`src/rtl/tawas_rcn_pkg.sv`:
```
// Shared types and constants for the tawas RCN bridge: FSM encoding, queued request
// layout, mask constants and the write-back data extractor.
package tawas_rcn_pkg;

    typedef enum logic [2:0] {
        StIdle,
        StRd,
        StWr,
        StXrd,
        StXwr,
        StWb
    } state_e;

    localparam logic [3:0]  MASK_W   = 4'b1111;
    localparam logic [3:0]  MASK_HLO = 4'b0011;
    localparam logic [3:0]  MASK_HHI = 4'b1100;
    localparam logic [31:0] TMO_DATA = 32'hFFFF_FFFF;

    typedef struct packed {
        logic        xch;
        logic        wr;
        logic [31:0] addr;
        logic [2:0]  wbreg;
        logic [3:0]  mask;
        logic [31:0] wdata;
    } rcn_req_t;

    localparam int unsigned REQ_W = $bits(rcn_req_t);

    // Selects the addressed lane of a read word and zero-extends it.
    function automatic logic [31:0] rcn_extract(input logic [3:0] mask, input logic [31:0] data);
        logic [31:0] res;
        case (mask)
            MASK_W:   res = data;
            MASK_HLO: res = {16'd0, data[15:0]};
            MASK_HHI: res = {16'd0, data[31:16]};
            4'b0001:  res = {24'd0, data[7:0]};
            4'b0010:  res = {24'd0, data[15:8]};
            4'b0100:  res = {24'd0, data[23:16]};
            4'b1000:  res = {24'd0, data[31:24]};
            default:  res = data;
        endcase
        return res;
    endfunction

endpackage

```
`src/rtl/tawas_rcn_fifo.sv`:
```
// Synchronous request queue; a push into a full queue is dropped, pointers wrap
// modulo DEPTH (power of two).
module tawas_rcn_fifo #(
    parameter int unsigned DEPTH = 4,
    parameter int unsigned WIDTH = 8,
    localparam int unsigned PTR_W = (DEPTH > 1) ? $clog2(DEPTH) : 1,
    localparam int unsigned CNT_W = PTR_W + 1
) (
    input  logic             clk,
    input  logic             rst,
    input  logic             push,
    input  logic             pop,
    input  logic [WIDTH-1:0] wdata,
    output logic [WIDTH-1:0] rdata,
    output logic [CNT_W-1:0] count,
    output logic             full,
    output logic             empty
);

    logic [WIDTH-1:0] mem_q [DEPTH];
    logic [PTR_W-1:0] wr_ptr_q, wr_ptr_d;
    logic [PTR_W-1:0] rd_ptr_q, rd_ptr_d;
    logic [CNT_W-1:0] cnt_q, cnt_d;
    logic             do_push;
    logic             do_pop;

    assign full    = (cnt_q == CNT_W'(DEPTH));
    assign empty   = (cnt_q == '0);
    assign do_push = push && !full;
    assign do_pop  = pop && !empty;
    assign count   = cnt_q;
    assign rdata   = mem_q[rd_ptr_q];

    always_comb begin
        wr_ptr_d = wr_ptr_q;
        rd_ptr_d = rd_ptr_q;
        cnt_d    = cnt_q;
        if (do_push) begin
            wr_ptr_d = wr_ptr_q + PTR_W'(1);
        end
        if (do_pop) begin
            rd_ptr_d = rd_ptr_q + PTR_W'(1);
        end
        case ({do_push, do_pop})
            2'b10:   cnt_d = cnt_q + CNT_W'(1);
            2'b01:   cnt_d = cnt_q - CNT_W'(1);
            default: cnt_d = cnt_q;
        endcase
    end

    always_ff @(posedge clk or posedge rst) begin
        if (rst) begin
            wr_ptr_q <= '0;
            rd_ptr_q <= '0;
            cnt_q    <= '0;
        end else begin
            wr_ptr_q <= wr_ptr_d;
            rd_ptr_q <= rd_ptr_d;
            cnt_q    <= cnt_d;
        end
    end

    always_ff @(posedge clk) begin
        if (do_push) begin
            mem_q[wr_ptr_q] <= wdata;
        end
    end

endmodule

```
`src/rtl/tawas_rcn_bridge.sv`:
```
// Bridges the tawas core request channel onto a simple req/ack bus: queues requests,
// runs reads, writes and locked exchanges, and writes read data back to a register.
module tawas_rcn_bridge
    import tawas_rcn_pkg::*;
#(
    parameter int unsigned FIFO_DEPTH = 4,
    parameter int unsigned TIMEOUT    = 255
) (
    input  logic        clk,
    input  logic        rst,
    input  logic        rcn_cs,
    input  logic        rcn_xch,
    input  logic        rcn_wr,
    input  logic [31:0] rcn_addr,
    input  logic [2:0]  rcn_wbreg,
    input  logic [3:0]  rcn_mask,
    input  logic [31:0] rcn_wdata,
    output logic        rcn_full,
    output logic        bus_req,
    output logic        bus_wr,
    output logic        bus_lock,
    output logic [31:0] bus_addr,
    output logic [3:0]  bus_mask,
    output logic [31:0] bus_wdata,
    input  logic        bus_ack,
    input  logic [31:0] bus_rdata,
    output logic        wb_en,
    output logic [2:0]  wb_reg,
    output logic [31:0] wb_data,
    output logic        err
);

    localparam int unsigned CNT_W = ((FIFO_DEPTH > 1) ? $clog2(FIFO_DEPTH) : 1) + 1;
    localparam int unsigned TMO_W = $clog2(TIMEOUT + 1);

    state_e       state_q, state_d;
    rcn_req_t     cur_q, cur_d;
    rcn_req_t     push_req;
    rcn_req_t     head;
    logic [31:0]  data_q, data_d;
    logic [TMO_W-1:0] tmo_q, tmo_d;
    logic         err_q, err_d;
    logic         gap_q, gap_d;
    logic         pop;
    logic         ack;
    logic         tmo_hit;
    logic [CNT_W-1:0] fifo_count;
    logic         fifo_full;
    logic         fifo_empty;

    assign push_req = '{xch: rcn_xch, wr: rcn_wr, addr: rcn_addr, wbreg: rcn_wbreg,
                        mask: rcn_mask, wdata: rcn_wdata};

    tawas_rcn_fifo #(
        .DEPTH (FIFO_DEPTH),
        .WIDTH (REQ_W)
    ) u_fifo (
        .clk   (clk),
        .rst   (rst),
        .push  (rcn_cs),
        .pop   (pop),
        .wdata (push_req),
        .rdata (head),
        .count (fifo_count),
        .full  (fifo_full),
        .empty (fifo_empty)
    );

    // One slot of headroom covers a request the core already has in flight.
    assign rcn_full = (fifo_count >= CNT_W'(FIFO_DEPTH - 1));

    // The exchange write beat idles for one cycle (gap_q) after the read beat.
    assign bus_req  = (state_q == StRd) || (state_q == StWr) || (state_q == StXrd) ||
                      ((state_q == StXwr) && !gap_q);
    assign bus_wr   = (state_q == StWr) || (state_q == StXwr);
    assign bus_lock = (state_q == StXrd) || (state_q == StXwr);
    assign bus_addr  = cur_q.addr;
    assign bus_mask  = cur_q.mask;
    assign bus_wdata = cur_q.wdata;

    assign wb_en   = (state_q == StWb);
    assign wb_reg  = cur_q.wbreg;
    assign wb_data = data_q;
    assign err     = err_q;

    assign ack     = bus_req && bus_ack;
    assign tmo_hit = bus_req && !bus_ack && (tmo_q == TMO_W'(TIMEOUT - 1));

    always_comb begin
        state_d = state_q;
        cur_d   = cur_q;
        data_d  = data_q;
        err_d   = err_q;
        pop     = 1'b0;

        if (rcn_cs && fifo_full) begin
            err_d = 1'b1;
        end

        case (state_q)
            StIdle: begin
                if (!fifo_empty) begin
                    pop   = 1'b1;
                    cur_d = head;
                    if (head.xch) begin
                        state_d = StXrd;
                    end else if (head.wr) begin
                        state_d = StWr;
                    end else begin
                        state_d = StRd;
                    end
                end
            end
            StRd: begin
                if (ack) begin
                    data_d  = rcn_extract(cur_q.mask, bus_rdata);
                    state_d = StWb;
                end
            end
            StWr: begin
                if (ack) begin
                    state_d = StIdle;
                end
            end
            StXrd: begin
                if (ack) begin
                    data_d  = rcn_extract(cur_q.mask, bus_rdata);
                    state_d = StXwr;
                end
            end
            StXwr: begin
                if (ack) begin
                    state_d = StWb;
                end
            end
            StWb:    state_d = StIdle;
            default: state_d = StIdle;
        endcase

        // Abort: plain writes return quietly, anything with a read side writes back all-ones.
        if (tmo_hit) begin
            err_d = 1'b1;
            if (cur_q.wr && !cur_q.xch) begin
                state_d = StIdle;
            end else begin
                data_d  = TMO_DATA;
                state_d = StWb;
            end
        end

        gap_d = (state_q == StXrd) && (state_d == StXwr);

        if (state_d != state_q) begin
            tmo_d = '0;
        end else if (bus_req && !bus_ack) begin
            tmo_d = tmo_q + TMO_W'(1);
        end else begin
            tmo_d = tmo_q;
        end
    end

    always_ff @(posedge clk or posedge rst) begin
        if (rst) begin
            state_q <= StIdle;
            tmo_q   <= '0;
            err_q   <= 1'b0;
            gap_q   <= 1'b0;
        end else begin
            state_q <= state_d;
            tmo_q   <= tmo_d;
            err_q   <= err_d;
            gap_q   <= gap_d;
        end
    end

    always_ff @(posedge clk) begin
        cur_q  <= cur_d;
        data_q <= data_d;
    end

endmodule
```
`config.mk`:
```
export PLATFORM = sky130hd
export DESIGN_NAME = tawas_rcn_bridge
export DESIGN_NICKNAME = d
export VERILOG_FILES = /design/src/rtl/tawas_rcn_pkg.sv /design/src/rtl/tawas_rcn_fifo.sv /design/src/rtl/tawas_rcn_bridge.sv
export SDC_FILE = /design/constraint.sdc
export NUM_CORES = 1
export LEC_CHECK = 0
export ABC_CLOCK_PERIOD_IN_PS = 8700
export CAP_MARGIN = 25
export CORE_AREA = 3 3 170 172
export DETAILED_ROUTE_END_ITERATION = 7
export DIE_AREA = 0 0 173 175
export GPL_ROUTABILITY_DRIVEN = 0
export PLACE_DENSITY_LB_ADDON = 0.12
export SETUP_SLACK_MARGIN = 0.05
export SLEW_MARGIN = 5
export SYNTH_ARGS = -nofsm -noshare
export SYNTH_HDL_FRONTEND = slang
export SYNTH_SLANG_ARGS = --single-unit
```
`constraint.sdc`:
```
create_clock -name clk -period 8.7 [get_ports clk]
set_clock_uncertainty 0.05 [all_clocks]
set_input_delay 1.74 -clock clk [delete_from_list [all_inputs] [get_ports clk]]
set_output_delay 1.74 -clock clk [all_outputs]
set_load 0.005 [all_outputs]
```
==> results of run 1 <==
==> path summary, 6_finish.rpt <==
path | startpoint | endpoint | slack [ns] | depth (start not counted)
max | state_q[0]$_DFF_PP0_ | bus_lock | 4.26 | 3
min | wb_data[1]$_DFF_P_ | wb_data[1]$_DFF_P_ | 0.43 | 2
max reg2reg | state_q[0]$_DFF_PP0_ | wb_data[28]$_DFF_P_ | 5.70 | 5
min reg2reg | wb_data[1]$_DFF_P_ | wb_data[1]$_DFF_P_ | 0.43 | 2
max in group asynchronous | rst | u_fifo.rd_ptr_q[0]$_DFFE_PP0P_ | 6.33 | 2
min in group asynchronous | rst | u_fifo.count[1]$_DFFE_PP0P_ | 1.65 | 2
==> cells in the final DEF (no fill, tap or decap), types with 4 or more instances in the layout <==
cell and instances:
dfrtp_1 18, xor2_1 6, buf_4 7, clkdlybuf4s50_1 217
nor2_1 9, clkinv_1 9, edfxtp_1 365, inv_1 14
and2_4 4, dfxtp_1 32, a22o_1 8, clkbuf_16 42
o21ai_0 9, clkbuf_1 7, mux2i_1 9, o211ai_1 18
a221oi_1 9, nand2_1 18, a221o_1 16, clkinv_2 8
a21boi_0 8, mux4_2 73, ha_1 7, a222oi_1 8
xnor2_1 8, bufinv_16 4, a21oi_1 11, o221ai_1 6
buf_16 6
==> cell type report <==
| class | instances | area (sq um) |
|---|---|---|
| Sequential cell | 417 | 12100 |
| Fill cell | 1718 | 8070 |
| Multi-Input combinational cell | 273 | 3220 |
| Timing Repair Buffer | 232 | 2400 |
| Clock buffer | 49 | 1080 |
| Tap cell | 378 | 473 |
| Clock inverter | 23 | 219 |
| Inverter | 15 | 57.6 |
==> logic make-up (layout without fill, tap and decap cells) <==
family	after synthesis	after routing	synth area share, %
adder cells (fa/ha/maj)	8	8	0.667
AND/OR/NAND/NOR	56	56	2.00
XOR/XNOR	14	14	0.761
flip-flops	417	417	75.1
buffers and inverters	126	319	5.00
multiplexers	82	82	10.8
AO/OA/AOI/OAI	113	113	5.74
==> through the flow <==
stage          hold WS [ns]  power [mW]  setup WS, ns  std cells  area (sq um)
2_1_floorplan         0.424        4.40          4.34        816         16100
3_3_place_gp          0.416        5.01          4.40       1307         18100
3_5_place_dp          0.423        5.14          4.43       1312         18200
4_1_cts               0.436        6.85          4.28       1384         19500
5_1_grt               0.457        7.12          4.13       1387         19600
6_report              0.432        6.79          4.26       1387         19600
==> report_power, final <==
part	switching [mW]	internal, mW	total, mW
clock	0.691	1.00	1.69
sequential	0.252	2.86	3.11
combinational	0.934	1.05	1.98
==> worst max-delay path, cell delays in order (launching register included) <==
cell and delay (ns):
dfrtp_1 0.71, nor2b_1 0.66, a22o_2 0.26, clkdlybuf4s50_1 0.50
==> metal layers <==
metal	track usage [%]	routed length, um
met2	35.8	16300
met4	6.28	728
met1	27.6	12600
met5	0	27
met3	5.11	2210
==> flow_summary_export.csv, run 1 <==
group,metric,value,unit
clock_network,cts_root_buf,"clkbuf_16",
global_route,grt_pass1_vias,8618,
clock_network,cts_hold_buf,0,
route,post_drt_wl_per_cell,22.9,um
synth,mappedNetlistNets,933,
clock_network,ctsResizeCount,0,
synth,ys_seq_area_share,75.1,%
finish,diodes,0,
worst_setup_path,cp_max_fo,18,
floorplan,die_h,175,um
worst_setup_path,crit_required,6.91,ns
global_route,grt_pass1_wl,49600,um
sta,post-route-period-util,51.0,%
worst_setup_path,cp-end-kind,"output port",
sta,fin_setup_tns,0,ns
floorplan,rows,61,
synth,synth_top_area_share,68.0,%
route,ant_nets,0,
floorplan,core,0.0276,sq mm
finish,fin_nets,1097,
synth,ys.flop_type,"edfxtp_1",
status,status,"finished clean",
global_route,antenna_found_initial,2,
sta,max_slew_margin,34.5,%
clock_network,clk_pin_slew,0.06,ns
clock_network,clockBufferDepth,3,
global_route,grt_usage,21.1,%
synth,netlist_instances,816,
sta,drv_slew,0,
floorplan,die_width,173,um
finish,drive_gt1_share,15.9,%
route,vias_per_cell,5.86,
power_and_ir_drop,power_density,347,mW/mm^2
finish,largest_register_ffs,292,
synth,ys_ff_latch,417,
route,wl,31800,um
floorplan,io_pins,218,
floorplan,dieArea,0.0303,sq mm
clock_network,cts_tree,"built",
synth,ys_top_cells_by_count,"edfxtp_1, buf_4, mux4_2",
finish,post-route-util,70.8,%
worst_setup_path,crit_type,"flop to output port",
route,first_pass_iters,6,
placement,dp_hpwl,19800,um
power_and_ir_drop,ir_drop,202,uV
synth,synth-edff-count,365,
clock_network,post-cts-setup-buffers,0,
synth,ys_types,58,
job,drv_cap,0,
worst_setup_path,start_kind,"flop",
clock_network,numCtsBuffers,41,
global_route,grt_remaining_overflow,0,
synth,synth_area,0.0161,sq mm
synth,async_flop_share,4.80,%
sta,fmax,225,MHz
synth,syn_area_per_cell,19.8,sq um
finish,syn_to_final_growth,21.3,%
synth,yosys-top-cells-area,"edfxtp_1, mux4_2, dfxtp_1",
sta,rsz0062_at_grt,"no",
power_and_ir_drop,p_leak,6.53,nW
sta,tightest_slew,0.978,ns
clock_network,h-tree-depth,2,
sta,finalCriticalPeriod,4.44,ns
finish,top_register,"u_fifo.mem_q",
clock_network,numClockSinks,417,
worst_setup_path,crit_arrival,2.65,ns
placement,port_buffers,217,
synth,yosysWarnings,0,
route,via_count,8123,
synth,synth.largest_area_cell,"edfxtp_1",
clock_network,clk_latency,0.52,ns
route,drcViolationCount,0,
sta,finalSetupViolCount,0,
global_route,grt_max_degree,75,
floorplan,start_util,58.3,%
synth,yosysMostFrequentCell,"edfxtp_1",
route,drt_iter0_drc,807,
sta,hold_viol,0,
hold_path,hold_class,"flop to flop",
(Power assumes the default switching activity.)
==> inputs of run 2 (changes only) <==
--- a/config.mk
+++ b/config.mk
@@ -5,11 +5,11 @@
 export SDC_FILE = /design/constraint.sdc
 export NUM_CORES = 1
 export LEC_CHECK = 0
-export ABC_CLOCK_PERIOD_IN_PS = 8700
+export ABC_CLOCK_PERIOD_IN_PS = 3600
 export CAP_MARGIN = 25
-export CORE_AREA = 3 3 170 172
+export CORE_AREA = 3 3 186 188
 export DETAILED_ROUTE_END_ITERATION = 7
-export DIE_AREA = 0 0 173 175
+export DIE_AREA = 0 0 189 191
 export GPL_ROUTABILITY_DRIVEN = 0
 export PLACE_DENSITY_LB_ADDON = 0.12
 export SETUP_SLACK_MARGIN = 0.05
==> constraint.sdc (replaced) <==
create_clock -name clk -period 3.6 [get_ports clk]
set_clock_uncertainty 0.05 [all_clocks]
set_input_delay 0.72 -clock clk [delete_from_list [all_inputs] [get_ports clk]]
set_output_delay 0.72 -clock clk [all_outputs]
set_load 0.005 [all_outputs]
==> flow_summary_export.csv, run 2 (synthesis gave the netlist of run 1 again) <==
group,metric,value,unit
status,status,"finished clean",
route,vias_per_cell,5.46,
job,drv_cap,0,
finish,final_cell_mix,"edfxtp_1, clkdlybuf4s50_1, mux4_2",
floorplan,core,0.0333,sq mm
floorplan,start_util,48.4,%
sta,post-route-period-util,89.4,%
finish,drive_gt1_share,16.9,%
finish,syn_to_final_growth,22.3,%
global_route,grt_pass1_wl,49700,um
power_and_ir_drop,design_power_total,16.4,mW
route,route.met2.wl,15900,um
worst_setup_path,cp-end-kind,"output port",
floorplan,die_width,189,um
worst_setup_path,cp_top_family,"simple AND/OR/NAND/NOR gates",
route,drt_iter0_drc,439,
worst_setup_path,cp_max_fo,18,
finish,final_common_cell,"edfxtp_1",
placement,port_buffers,217,
clock_network,cts_hold_buf,0,
route,post_drt_wl_per_cell,21.9,um
clock_network,numClockSinks,417,
global_route,grt_pass1_vias,8430,
global_route,grt_max_degree,75,
floorplan,io_pins,218,
worst_setup_path,crit_required,2.83,ns
clock_network,numCtsBuffers,44,
power_and_ir_drop,p_leak,6.57,nW
route,topRoutingLayerUsed,"met5",
route,drcViolationCount,0,
route,wirelength_met1,13500,um
floorplan,dieArea,0.0361,sq mm
sta,fin_setup_tns,0,ns
sta,rsz0062_at_grt,"no",
global_route,grt_usage,17.9,%
clock_network,clockBufferDepth,3,
global_route,grt_remaining_overflow,0,
worst_setup_path,crit_arrival,2.45,ns
route,first_pass_iters,7,
route,wl,32200,um
sta,fmax,311,MHz
route,via_count,8039,
placement,dp_hpwl,19900,um
worst_setup_path,cp_cell_sequence,"or4b_4, nand2_1, clkdlybuf4s50_1",
global_route,antenna_found_initial,1,
clock_network,cts_tree,"built",
finish,fin_nets,1111,
sta,drv_slew,0,
floorplan,die_h,191,um
worst_setup_path,start_kind,"flop",
floorplan,rows,67,
clock_network,post-cts-setup-buffers,0,
route,ant_nets,0,
power_and_ir_drop,ir_drop,502,uV
sta,finalSetupViolCount,0,
clock_network,h-tree-depth,2,
clock_network,cts_root_buf,"clkbuf_16",
sta,finalCriticalPeriod,3.22,ns
clock_network,clk_latency,0.54,ns
finish,top_register,"u_fifo.mem_q",
finish,diodes,0,
sta,tightest_slew,1.02,ns
hold_path,hold_class,"flop to flop",
worst_setup_path,crit_path_top_delay_cell,"or4b_4",
clock_network,ctsResizeCount,0,
finish,largest_register_ffs,292,
power_and_ir_drop,power_density,830,mW/mm^2
worst_setup_path,crit_buf_inv,1,
worst_setup_path,crit_type,"flop to output port",
worst_setup_path,critPathMaxStageDelay,0.68,ns
sta,max_slew_margin,32.0,%
route,wl_met3,2240,um
sta,hold_viol,0,
clock_network,clk_pin_slew,0.06,ns
[run 2: changes by cell type in the layout (fill, tap and decap cells not counted), sizes merged]
cell and delta:
clkinv +1, inv +2, clkinvlp +1, clkbuf +2, buf +13, bufinv -4
[run 2: worst reg2reg max path, cell delays in order, from the launching register on]
cell,delay [ns]
dfrtp_4,0.64
mux4_2,0.59
o211a_1,0.28
a311oi_2,0.62
o221ai_1,0.24
mux2i_1,0.18
[run 2: worst paths after layout]
path | from | end | slack [ns] | cells past startpoint
setup / recovery | state_q[0]$_DFF_PP0_ | bus_req | 0.38 | 3
hold / removal | err$_DFFE_PP0P_ | err$_DFFE_PP0P_ | 0.42 | 1
min in group asynchronous | rst | tmo_q[1]$_DFFE_PP0P_ | 0.61 | 2
hold reg to reg | err$_DFFE_PP0P_ | err$_DFFE_PP0P_ | 0.42 | 1
max in group asynchronous | rst | u_fifo.rd_ptr_q[0]$_DFFE_PP0P_ | 2.27 | 2
setup reg to reg | u_fifo.rd_ptr_q[0]$_DFFE_PP0P_ | tmo_q[6]$_DFFE_PP0P_ | 0.92 | 5
[run 2: routing by layer]
layer  GRT usage (%)  up-vias
met4            4.21        2
met2            30.1      263
met5               0        -
li1                -     3611
met3            4.47       51
met1            23.7     4112
[run 2: cell type report]
cell class / instances / area (sq um)
clock buffers: 53 / 1140
well taps: 448 / 561
flip-flops and latches: 417 / 12100
fillers: 2538 / 13600
clock inverters: 23 / 139
multi-input cells: 273 / 3220
repair buffers: 243 / 2480
inverters: 15 / 60.1
[run 2: per-stage QoR]
| step | setup slack, ns | hold slack [ns] | utilization, % | instances | area (sq um) |
|---|---|---|---|---|---|
| floorplan | 0.259 | 0.424 | - | 816 | 16100 |
| global placement | 0.763 | 0.409 | 55.4 | 1395 | 18400 |
| detailed placement | 0.860 | 0.414 | 55.4 | 1396 | 18400 |
| CTS | 0.370 | 0.427 | 59.2 | 1472 | 19700 |
| global route | 0.301 | 0.454 | 59.2 | 1472 | 19700 |
| finish | 0.383 | 0.423 | 59.2 | 1472 | 19700 |
[run 2: report_power, final]
group	leakage [nW]	total, mW	switching, mW	internal (mW)
combinational	2.06	4.84	2.28	2.56
clock	0.631	4.03	1.76	2.27
sequential	3.88	7.48	0.573	6.91
==> inputs of run 3 (changes only) <==
--- a/config.mk
+++ b/config.mk
@@ -13,7 +13,6 @@
 export GPL_ROUTABILITY_DRIVEN = 0
 export PLACE_DENSITY_LB_ADDON = 0.12
 export SETUP_SLACK_MARGIN = 0.05
-export SLEW_MARGIN = 5
 export SYNTH_ARGS = -nofsm -noshare
 export SYNTH_HDL_FRONTEND = slang
 export SYNTH_SLANG_ARGS = --single-unit
==> flow_summary_export.csv, run 3 (synthesis gave the netlist of run 1 again) <==
group,metric,value,unit
hold_path,hold_class,"flop to flop",
floorplan,die_width,189,um
clock_network,cts_root_buf,"clkbuf_16",
floorplan,dieArea,0.0361,sq mm
route,wirelength_met1,13100,um
placement,dp_hpwl,19900,um
clock_network,cts_hold_buf,0,
placement,port_buffers,217,
sta,fmax,314,MHz
finish,syn_to_final_growth,22.6,%
finish,fin_area,0.0198,sq mm
floorplan,die_h,191,um
clock_network,ctsResizeCount,0,
status,status,"finished, violations left",
finish,diodes,0,
global_route,grt_remaining_overflow,0,
power_and_ir_drop,p_leak,6.59,nW
global_route,grt_max_degree,75,
clock_network,numClockSinks,417,
finish,final_common_cell,"edfxtp_1",
route,first_pass_iters,8,
power_and_ir_drop,design_power_total,16.5,mW
clock_network,clk_pin_slew,0.05,ns
finish,drive_gt1_share,16.5,%
finish,largest_register_ffs,292,
finish,final_cells,1475,
status,violations,"DRC",
sta,max_slew_margin,32.4,%
placement,placed_cell_area,0.0184,sq mm
floorplan,start_util,48.4,%
clock_network,clk_latency,0.53,ns
floorplan,io_pins,218,
global_route,grt_pass1_wl,50000,um
global_route,antenna_found_initial,0,
clock_network,numCtsBuffers,44,
sta,rsz0062_at_grt,"no",
route,wl,32300,um
sta,fin_setup_tns,0,ns
clock_network,post-cts-setup-buffers,0,
floorplan,rows,67,
global_route,grt_usage,17.9,%
global_route,grt_pass1_vias,8489,
clock_network,clockBufferDepth,3,
clock_network,h-tree-depth,2,
finish,fill_cells,2491,
sta,tightest_slew,1.01,ns
floorplan,core,0.0333,sq mm
route,via_count,8022,
job,drv_cap,0,
sta,finalSetupViolCount,0,
placement,placed_cells,1396,
worst_setup_path,start_kind,"flop",
route,post_drt_wl_per_cell,21.9,um
sta,finalCriticalPeriod,3.19,ns
route,wl_met3,2550,um
worst_setup_path,cp-end-kind,"output port",
worst_setup_path,crit_type,"flop to output port",
sta,hold_viol,0,
finish,fin_nets,1111,
sta,drv_slew,0,
route,vias_per_cell,5.44,
route,ant_nets,0,
clock_network,cts_tree,"built",
worst_setup_path,cp_max_fo,18,
sta,post-route-period-util,88.5,%
route,topRoutingLayerUsed,"met4",
sta,timing.hold.ws,0.424,ns
route,drt_iter0_drc,548,
worst_setup_path,crit_required,2.83,ns
route,route.met2.wl,16100,um
route,drcViolationCount,2,
finish,top_register,"u_fifo.mem_q",
power_and_ir_drop,power_density,835,mW/mm^2
power_and_ir_drop,ir_drop,434,uV
worst_setup_path,crit_arrival,2.42,ns
finish,final_cell_mix,"edfxtp_1, clkdlybuf4s50_1, mux4_2",
-- run 3: changes by cell type in the layout (fill, tap and decap cells not counted), sizes merged --
cell	before	now
clkinv	20	16
clkbuf	53	58
bufinv	0	3
inv	16	15
-- run 3: path summary, 6_finish.rpt --
path	startpoint	to	slack, ns	cells after the start
setup / recovery	state_q[0]$_DFF_PP0_	bus_req	0.41	3
min in group asynchronous	rst	tmo_q[6]$_DFFE_PP0P_	0.62	2
hold / removal	err$_DFFE_PP0P_	err$_DFFE_PP0P_	0.42	1
max in group asynchronous	rst	u_fifo.rd_ptr_q[1]$_DFFE_PP0P_	2.26	2
setup reg to reg	u_fifo.rd_ptr_q[0]$_DFFE_PP0P_	tmo_q[6]$_DFFE_PP0P_	0.91	5
hold reg to reg	err$_DFFE_PP0P_	err$_DFFE_PP0P_	0.42	1
-- run 3: stage by stage --
step	setup slack (ns)	util [%]
finish	0.413	59.4
global route	0.321	59.4
CTS	0.376	59.4
detailed placement	0.856	55.4
global placement	0.763	55.4
floorplan	0.259	-
-- run 3: final cells by class --
cell class,instances,area [sq um],area share (%)
clock inverters,21,181,0.918
repair buffers,243,2480,12.6
clock buffers,58,1150,5.83
flip-flops and latches,417,12100,61.2
inverters,15,60.1,0.304
well taps,448,561,2.84
multi-input cells,273,3220,16.3
-- run 3: layer usage --
layer	track usage, %	vias to the layer above
met3	4.36	41
met2	30.9	294
met5	0	-
met4	3.95	0
met1	23.3	4073
li1	-	3614
-- run 3: power breakdown --
part | internal [mW] | switching [mW] | leakage [nW] | total (mW)
logic | 2.56 | 2.27 | 2.07 | 4.84
registers | 6.91 | 0.572 | 3.88 | 7.48
clock network | 2.46 | 1.73 | 0.646 | 4.19
total | 11.9 | 4.57 | 6.59 | 16.5
-- run 3: worst max-delay path, stage by stage (launching register included) --
cell	delay [ns]
dfrtp_1	0.60
or4b_4	0.67
nand2_1	0.09
clkdlybuf4s50_1	0.51
